[src/rtl/reg4_seq.sv]
// reg4_seq: two-requester arbiter and job sequencer (load, then SHIFT_CNT shifts) for one register4.
// Build option REG4_SEQ_FIXED_PRIO_EN: requester 0 always wins ties and the round-robin pointer is removed.
module reg4_seq #(
  parameter int SHIFT_CNT = 4
) (
  input  logic       i_clk,
  input  logic       i_rst_n,
  input  logic [1:0] i_req_valid,
  output logic [1:0] o_req_ready,
  input  logic [1:0] i_req_dir,
  input  logic [7:0] i_req_d,
  input  logic [7:0] i_req_sin,
  output logic       o_rsp_valid,
  input  logic       i_rsp_ready,
  output logic       o_rsp_id,
  output logic [3:0] o_rsp_so,
  output logic [3:0] o_rsp_q,
  output logic       o_reg_enb,
  output logic       o_reg_dir,
  output logic       o_reg_s_in,
  output logic [1:0] o_reg_modo,
  output logic [3:0] o_reg_d,
  input  logic [3:0] i_reg_q,
  input  logic       i_reg_s_out,
  output logic [1:0] o_dbg_state
);

  // Handshakes: a transfer happens on a rising edge where valid and ready are both 1;
  // a requester holds valid and its fields until then, and RSP_* hold while o_rsp_valid=1.
  typedef enum logic [1:0] {
    S_IDLE  = 2'd0,
    S_LOAD  = 2'd1,
    S_SHIFT = 2'd2,
    S_DONE  = 2'd3
  } state_t;

  state_t     r_state;
  logic [1:0] r_cnt;
  logic       r_dir;
  logic [3:0] r_sin;
  logic       r_rsp_valid;
  logic       r_rsp_id;
  logic [3:0] r_rsp_so;
  logic [3:0] r_rsp_q;
  logic       r_reg_enb;
  logic       r_reg_dir;
  logic       r_reg_s_in;
  logic [1:0] r_reg_modo;
  logic [3:0] r_reg_d;

  logic       w_win;
  logic       w_accept;
  logic       w_last;
  logic [1:0] w_next_cnt;
  logic [3:0] w_post_q;

  assign w_accept = (r_state == S_IDLE) && i_rst_n && (|i_req_valid);

`ifdef REG4_SEQ_FIXED_PRIO_EN
  assign w_win = ~i_req_valid[0];
`else
  logic r_ptr;
  assign w_win = (&i_req_valid) ? r_ptr : i_req_valid[1];

  always_ff @(posedge i_clk) begin
    if (!i_rst_n) begin
      r_ptr <= 1'b0;
    end else if (w_accept) begin
      r_ptr <= ~w_win;
    end
  end
`endif

  assign o_req_ready = w_accept ? (w_win ? 2'b10 : 2'b01) : 2'b00;

  assign w_last     = (r_cnt == 2'(SHIFT_CNT - 1));
  assign w_next_cnt = r_cnt + 2'd1;
  // Q as it will be after this edge's shift, so RSP_Q is valid in the first DONE cycle.
  assign w_post_q   = r_reg_dir ? {i_reg_q[2:0], r_reg_s_in} : {r_reg_s_in, i_reg_q[3:1]};

  always_ff @(posedge i_clk) begin
    if (!i_rst_n) begin
      r_state     <= S_IDLE;
      r_cnt       <= 2'd0;
      r_dir       <= 1'b0;
      r_sin       <= 4'd0;
      r_rsp_valid <= 1'b0;
      r_rsp_id    <= 1'b0;
      r_rsp_so    <= 4'd0;
      r_rsp_q     <= 4'd0;
      r_reg_enb   <= 1'b0;
      r_reg_dir   <= 1'b0;
      r_reg_s_in  <= 1'b0;
      r_reg_modo  <= 2'b11;
      r_reg_d     <= 4'd0;
    end else begin
      case (r_state)
        S_IDLE: begin
          if (w_accept) begin
            r_state    <= S_LOAD;
            r_dir      <= i_req_dir[w_win];
            r_sin      <= w_win ? i_req_sin[7:4] : i_req_sin[3:0];
            r_rsp_id   <= w_win;
            r_rsp_so   <= 4'd0;
            r_cnt      <= 2'd0;
            r_reg_enb  <= 1'b1;
            r_reg_modo <= 2'b10;
            r_reg_d    <= w_win ? i_req_d[7:4] : i_req_d[3:0];
          end
        end
        S_LOAD: begin
          r_state    <= S_SHIFT;
          r_cnt      <= 2'd0;
          r_reg_modo <= 2'b00;
          r_reg_dir  <= r_dir;
          r_reg_s_in <= r_sin[0];
        end
        S_SHIFT: begin
          r_rsp_so[r_cnt] <= i_reg_s_out;
          r_cnt           <= w_next_cnt;
          r_reg_s_in      <= r_sin[w_next_cnt];
          if (w_last) begin
            r_state     <= S_DONE;
            r_cnt       <= 2'd0;
            r_reg_enb   <= 1'b0;
            r_reg_modo  <= 2'b11;
            r_rsp_q     <= w_post_q;
            r_rsp_valid <= 1'b1;
          end
        end
        S_DONE: begin
          if (i_rsp_ready) begin
            r_state     <= S_IDLE;
            r_rsp_valid <= 1'b0;
          end
        end
        default: r_state <= S_IDLE;
      endcase
    end
  end

  assign o_rsp_valid = r_rsp_valid;
  assign o_rsp_id    = r_rsp_id;
  assign o_rsp_so    = r_rsp_so;
  assign o_rsp_q     = r_rsp_q;
  assign o_reg_enb   = r_reg_enb;
  assign o_reg_dir   = r_reg_dir;
  assign o_reg_s_in  = r_reg_s_in;
  assign o_reg_modo  = r_reg_modo;
  assign o_reg_d     = r_reg_d;
  assign o_dbg_state = r_state;

endmodule

[config.mk]
export PLATFORM = sky130hd
export DESIGN_NAME = reg4_seq
export DESIGN_NICKNAME = d
export VERILOG_FILES = /design/src/rtl/reg4_seq.sv
export SDC_FILE = /design/constraint.sdc
export NUM_CORES = 1
export LEC_CHECK = 0
export BUFFER_PORTS_ARGS = -buffer_cell sky130_fd_sc_hd__buf_2
export CAP_MARGIN = 0
export CORE_UTILIZATION = 45
export DETAILED_ROUTE_END_ITERATION = 12
export PLACE_DENSITY = 0.8
export SLEW_MARGIN = 5
export SYNTH_ARGS = -nofsm -noshare
export SYNTH_HDL_FRONTEND = slang
export SYNTH_SLANG_ARGS = --single-unit
[constraint.sdc]
create_clock -name i_clk -period 1.9 [get_ports i_clk]
set_input_delay 0.095 -clock i_clk [delete_from_list [all_inputs] [get_ports i_clk]]
set_output_delay 0.095 -clock i_clk [all_outputs]
set_load 0.02 [all_outputs]
# --- After elaboration in Yosys (flattened, before gate mapping) ---
# Index checks and enable logic that the tools add are counted.
totals:
  register_bits: 29
  in_bits: 28
  out_inout_bits: 23
classes:
  n_addsub: 1
  n_lt_le_gt_ge: 4
  eq_ne: 7
  n_mux: 31
  bitwise_logic: 1
  n_reduce_logical: 18
op_table:
  columns: ["operator", "count"]
  rows:
  - ["2-bit 2-to-1 mux", 8]
  - ["4-bit 2-to-1 mux", 4]
  - ["2-bit one-hot mux with 3 select lines", 2]
  - ["3-bit AND reduction", 4]
  - ["2-bit AND reduction", 5]
  - ["1-bit 2-to-1 mux", 9]
  - ["2-bit one-hot mux with 4 select lines", 1]
  - ["4-bit one-hot mux with 2 select lines", 1]
  - ["2-bit equality test, second input constant", 3]
  - ["2-bit by 3-bit < comparator with 1-bit output, second input constant", 2]
  - ["2-bit inequality test, second input constant", 3]
  - ["1-bit one-hot mux with 2 select lines", 3]
  - ["2-bit nonzero test", 3]
  - ["4-bit bitwise mux", 1]
  - ["1-bit logical AND", 3]
  - ["3-bit nonzero test", 1]
  - ["2-bit by 1-bit adder with 2-bit output, second input constant", 1]
  - ["1-bit binary-select mux with 2-bit select", 1]
  - ["1-bit demux with 2-bit select", 1]
  - ["2-bit by 1-bit equality test with 1-bit output, second input constant", 1]
  - ["2-bit by 1-bit >= comparator with 1-bit output, second input constant", 1]
  - ["2-bit logical NOT", 1]
  - ["1-bit by 2-bit < comparator with 1-bit output, second input constant", 1]
  - ["2-bit OR reduction", 1]
  - ["1-bit inverter", 1]

# --- Logic depth before layout (Yosys ltp) ---
depth:
  depth_word: 6
  ltp_mapped: 7

# --- Worst setup path after synthesis ---
# No wires, ideal clock.
synth_timing:
  path_kind: "register -> register"
  from: "register r_state[0] (netlist: o_dbg_state[0])"
  to: "register r_reg_modo[1] (netlist: o_reg_modo[1])"
  t_arrival_ns: 1.654
  required_ns: 1.777
  setup_slack_ns: 0.122
  path_stages_with_launch: 7
  path_buffers: 1
  period_less_slack_ns: 1.778
  cell_sequence: "dfxtp_1 -> inv_1 -> ha_1 -> buf_2 -> nor2b_1 -> a211oi_1 -> mux2_1"
synth_between:
  elab_chain_cells: 5
synth_lines:
  columns: ["element", "line_no", "rtl"]
  rows:
  - ["start: declaration", "37", "state_t r_state;"]
  - ["start signal: assignment", "83", "r_state <= S_IDLE;"]
  - ["start signal: assignment", "100", "r_state <= S_LOAD;"]
  - ["start signal: assignment", "112", "r_state <= S_SHIFT;"]
  - ["2-bit logical NOT", "57, 97", null]
  - ["1-bit logical AND (2 in a row)", "57", "assign w_accept = (r_state == S_IDLE) && i_rst_n && (|i_req_valid);"]
  - ["2-bit inequality test (no line)", null, null]
  - ["3-bit AND reduction (no line)", null, null]
  - ["end signal: assignment", "94", "r_reg_modo <= 2'b11;"]
  - ["end signal: assignment", "107", "r_reg_modo <= 2'b10;"]
  - ["end signal: assignment", "114", "r_reg_modo <= 2'b00;"]
  - ["end: declaration", "48", "logic [1:0] r_reg_modo;"]
# Several ways; a longest one is shown, not always the timed one.
# A chain may end at the register's enable or synchronous reset.

# --- Worst setup path after layout ---
layout_timing:
  from: "register r_state[0] (netlist: o_dbg_state[0])"
  to: "output o_req_ready[1]"
layout_between:
  elab_chain_cells: 4
layout_lines:
  columns: ["element", "line_no", "rtl"]
  rows:
  - ["2-bit logical NOT", "57", null]
  - ["1-bit logical AND (2 in a row)", "57", null]
  - ["2-bit 2-to-1 mux", "74", "assign o_req_ready = w_accept ? (w_win ? 2'b10 : 2'b01) : 2'b00;"]
  - ["end: declaration", "9", "output logic [1:0] o_req_ready,"]
# Every way passes these cells.

==> out/results.ini <==
[cts]
post-cts-setup-buffers=0
cts_tree=yes
htree_levels=2
cts_max_path_buffers=2
cts_buffers=5
cts.sinks=29
clock_latency_ns=0.34
clockRootBuffer=clkbuf_4
path_clk_slew_ns=0.10

[worst_hold_path]
hp-start=i_req_d[6]
whs_path_depth=3
min_to=o_reg_d[2]
hold_class=primary input to flop

[grt]
grt_pass1_wl_um=6070
grt.overflow.total=0
grt_max_degree=19
grt_pass1_vias=1396
track_usage_pct=22.6
antenna_found_initial=0

[yosys]
async_reset_ff_share_pct=0
syn_area_um2=1560
synth_edf_count=0
ys.flop_type=dfxtp_1
postSynthAreaPerCell_um2=8.75
synth_seq_cells=29
synth_nets=216
synth_largest_area_cell=dfxtp_1
yosysWarnings=0
synth.distinct_cells=41
synth_cells=178
seq_area_frac_synth_pct=37.3
yosys-top-cells-area=dfxtp_1, ha_1, o21ai_0
synth_top_area_share_pct=37.3

[routing]
viasPerCell=5.45
wirelength_um=3660
vias=1493
drt_iter0_markers=38
ant_nets=0
drtPass1Iterations=4
route.detailed.drc=0
wl_per_cell_um=13.4

[critical_path]
cp-end-kind=output pin
crit_path_max_fanout=8
arrival_ns=1.68
start_kind=flop
worst-r2r-cell-count=5
worst_r2r_endpoint=o_reg_modo[1]
crit_type=flop to output pin
r2r-start=o_dbg_state[0]
ff2ff_setup_slack_ns=0.22
required_ns=1.80

[placed_design]
gp_congestion=0.794
pre_cts_ws_ns=0.120
port_buffers=50
place_hpwl_um=2670

[floorplanning]
row_count=20
die_h_um=60.8
pin_count=51
die-area_um2=3700
start_util_pct=49.0
core_um2=3180
floorplan.die.width_um=60.8

[sta]
finalSetupViolations=0
min_period_ns=1.78
post-route-period-util_pct=93.5
hold_viol_final=0
max_clock_freq_ghz=0.563
worst_pin_slew_ns=0.508
setup_slack_ns=0.124
drv_slew=0
max-slew-margin-rel_pct=65.8
skew_ns=0.00775

[pwr]
total_power_mw=2.01
p_leak_nw=0.855
vdd_drop_max_mv=0.734
cellPowerDensity_nw_per_um2=1030

[layout]
area_growth_pct=24.8
regArea_um2=581
diodes=0
drive_above_1_share_pct=30.0
fin_nets=267
multi_input_area_um2=893
fillers=298

[outcome]
run_status=finished clean

[run]
maxCapViolCount=0

metal layers:
metal,routed length [um],track usage (%),part of all wire (%)
met1,1710,27.7,47
met2,1660,37.0,45
met3,215,7.04,5.9
met4,83,8.44,2.3
met5,0,0,0
how the worst max path moves through the flow:
stage                        start             end  slack [ns]  depth (start not counted)
finish              o_dbg_state[0]  o_req_ready[1]        0.12                          5
global route        o_dbg_state[0]  o_req_ready[1]      -0.001                          5
CTS                 o_dbg_state[0]  o_req_ready[1]        0.04                          5
detailed placement  o_dbg_state[0]     o_rsp_so[3]        0.12                          5
global placement    o_dbg_state[0]     o_rsp_so[3]        0.20                          5
floorplan           o_dbg_state[0]   o_reg_modo[1]        0.12                          6
placed cells by master, fill, tap and decap left out, drive strengths merged, types with 4 or more instances in the layout:
cell type and n:
nand3 7, a31oi 8, mux2i 6, clkbuf 7, inv 12, and2 4, a21oi 6, nor2b 4
nand2 9, nor2 8, nand2b 7, ha 10, buf 54, a211oi 8, dfxtp 29, o21ai 15
sequential cells by signal (all words and copies together) (netlist names):
name,flops
o_rsp_valid,1
o_reg_dir,1
o_reg_enb,1
r_ptr,1
o_reg_d,4
o_dbg_state,2
o_reg_modo,2
o_reg_s_in,1
o_rsp_so,4
r_cnt,2
o_rsp_id,1
r_dir,1
r_sin,4
o_rsp_q,4
critical path: stages (launching register included):
cell and delay (ns):
dfxtp_1 0.42, inv_1 0.14, ha_4 0.21, and2_2 0.21, and3_1 0.19, buf_2 0.16
synthesized netlist by cell type, drive strengths merged (2+ instances only):
cell / count
a31oi: 8
and3: 3
dfxtp: 29
a31o: 2
mux2i: 6
nand3: 7
nand2b: 7
a32o: 3
o21ai: 15
a21oi: 6
nand2: 9
o22ai: 3
o221ai: 2
nor2: 8
and2: 4
clkbuf: 2
a211o: 2
inv: 12
nand4: 2
buf: 10
nor2b: 4
a211oi: 8
ha: 10
cell type report:
| type | instances | share of cell area [%] |
|---|---|---|
| repair buffers | 56 | 15.4 |
| clock inverters | 1 | 0.257 |
| clock buffers | 7 | 3.35 |
| multi-input cells | 125 | 45.9 |
| flip-flops and latches | 29 | 29.9 |
| inverters | 12 | 2.32 |
| well taps | 44 | 2.83 |
report_power, final:
part / total (mW) / leakage, nW / switching, mW / internal [mW]
Clock: 0.441 / 0.0413 / 0.227 / 0.214
Sequential: 0.786 / 0.237 / 0.0774 / 0.709
Combinational: 0.784 / 0.577 / 0.452 / 0.332
per-stage QoR:
| stage | setup TNS (ns) | hold slack [ns] | std cells | utilization [%] | cell area, um^2 |
|---|---|---|---|---|---|
| after global placement | 0 | 0.325 | 264 | 57.8 | 1840 |
| after global routing | -0.00107 | 0.0178 | 274 | 61.2 | 1940 |
| after detailed placement | 0 | 0.333 | 264 | 57.8 | 1840 |
| after floorplan | 0 | 0.233 | 178 | - | 1560 |
| after CTS | 0 | 0.0201 | 274 | 60.7 | 1930 |
| final | 0 | 0.0209 | 274 | 61.2 | 1940 |
logic make-up after synthesis:
| group | Yosys count | synth area share, % |
|---|---|---|
| flops | 29 | 37.3 |
| mux | 7 | 4.58 |
| compound gates | 60 | 27.0 |
| fa+ha+maj | 10 | 8.03 |
| buf+inv | 24 | 6.43 |
| simple gates | 48 | 16.7 |
repair_timing:
action                                 in CTS  in global routing
setup endpoints to repair                   2                  3
resized for setup                           1                  3
hold buffers                                2                  0
endpoints found under the hold margin       1                  0
(Power assumes the default switching activity.)
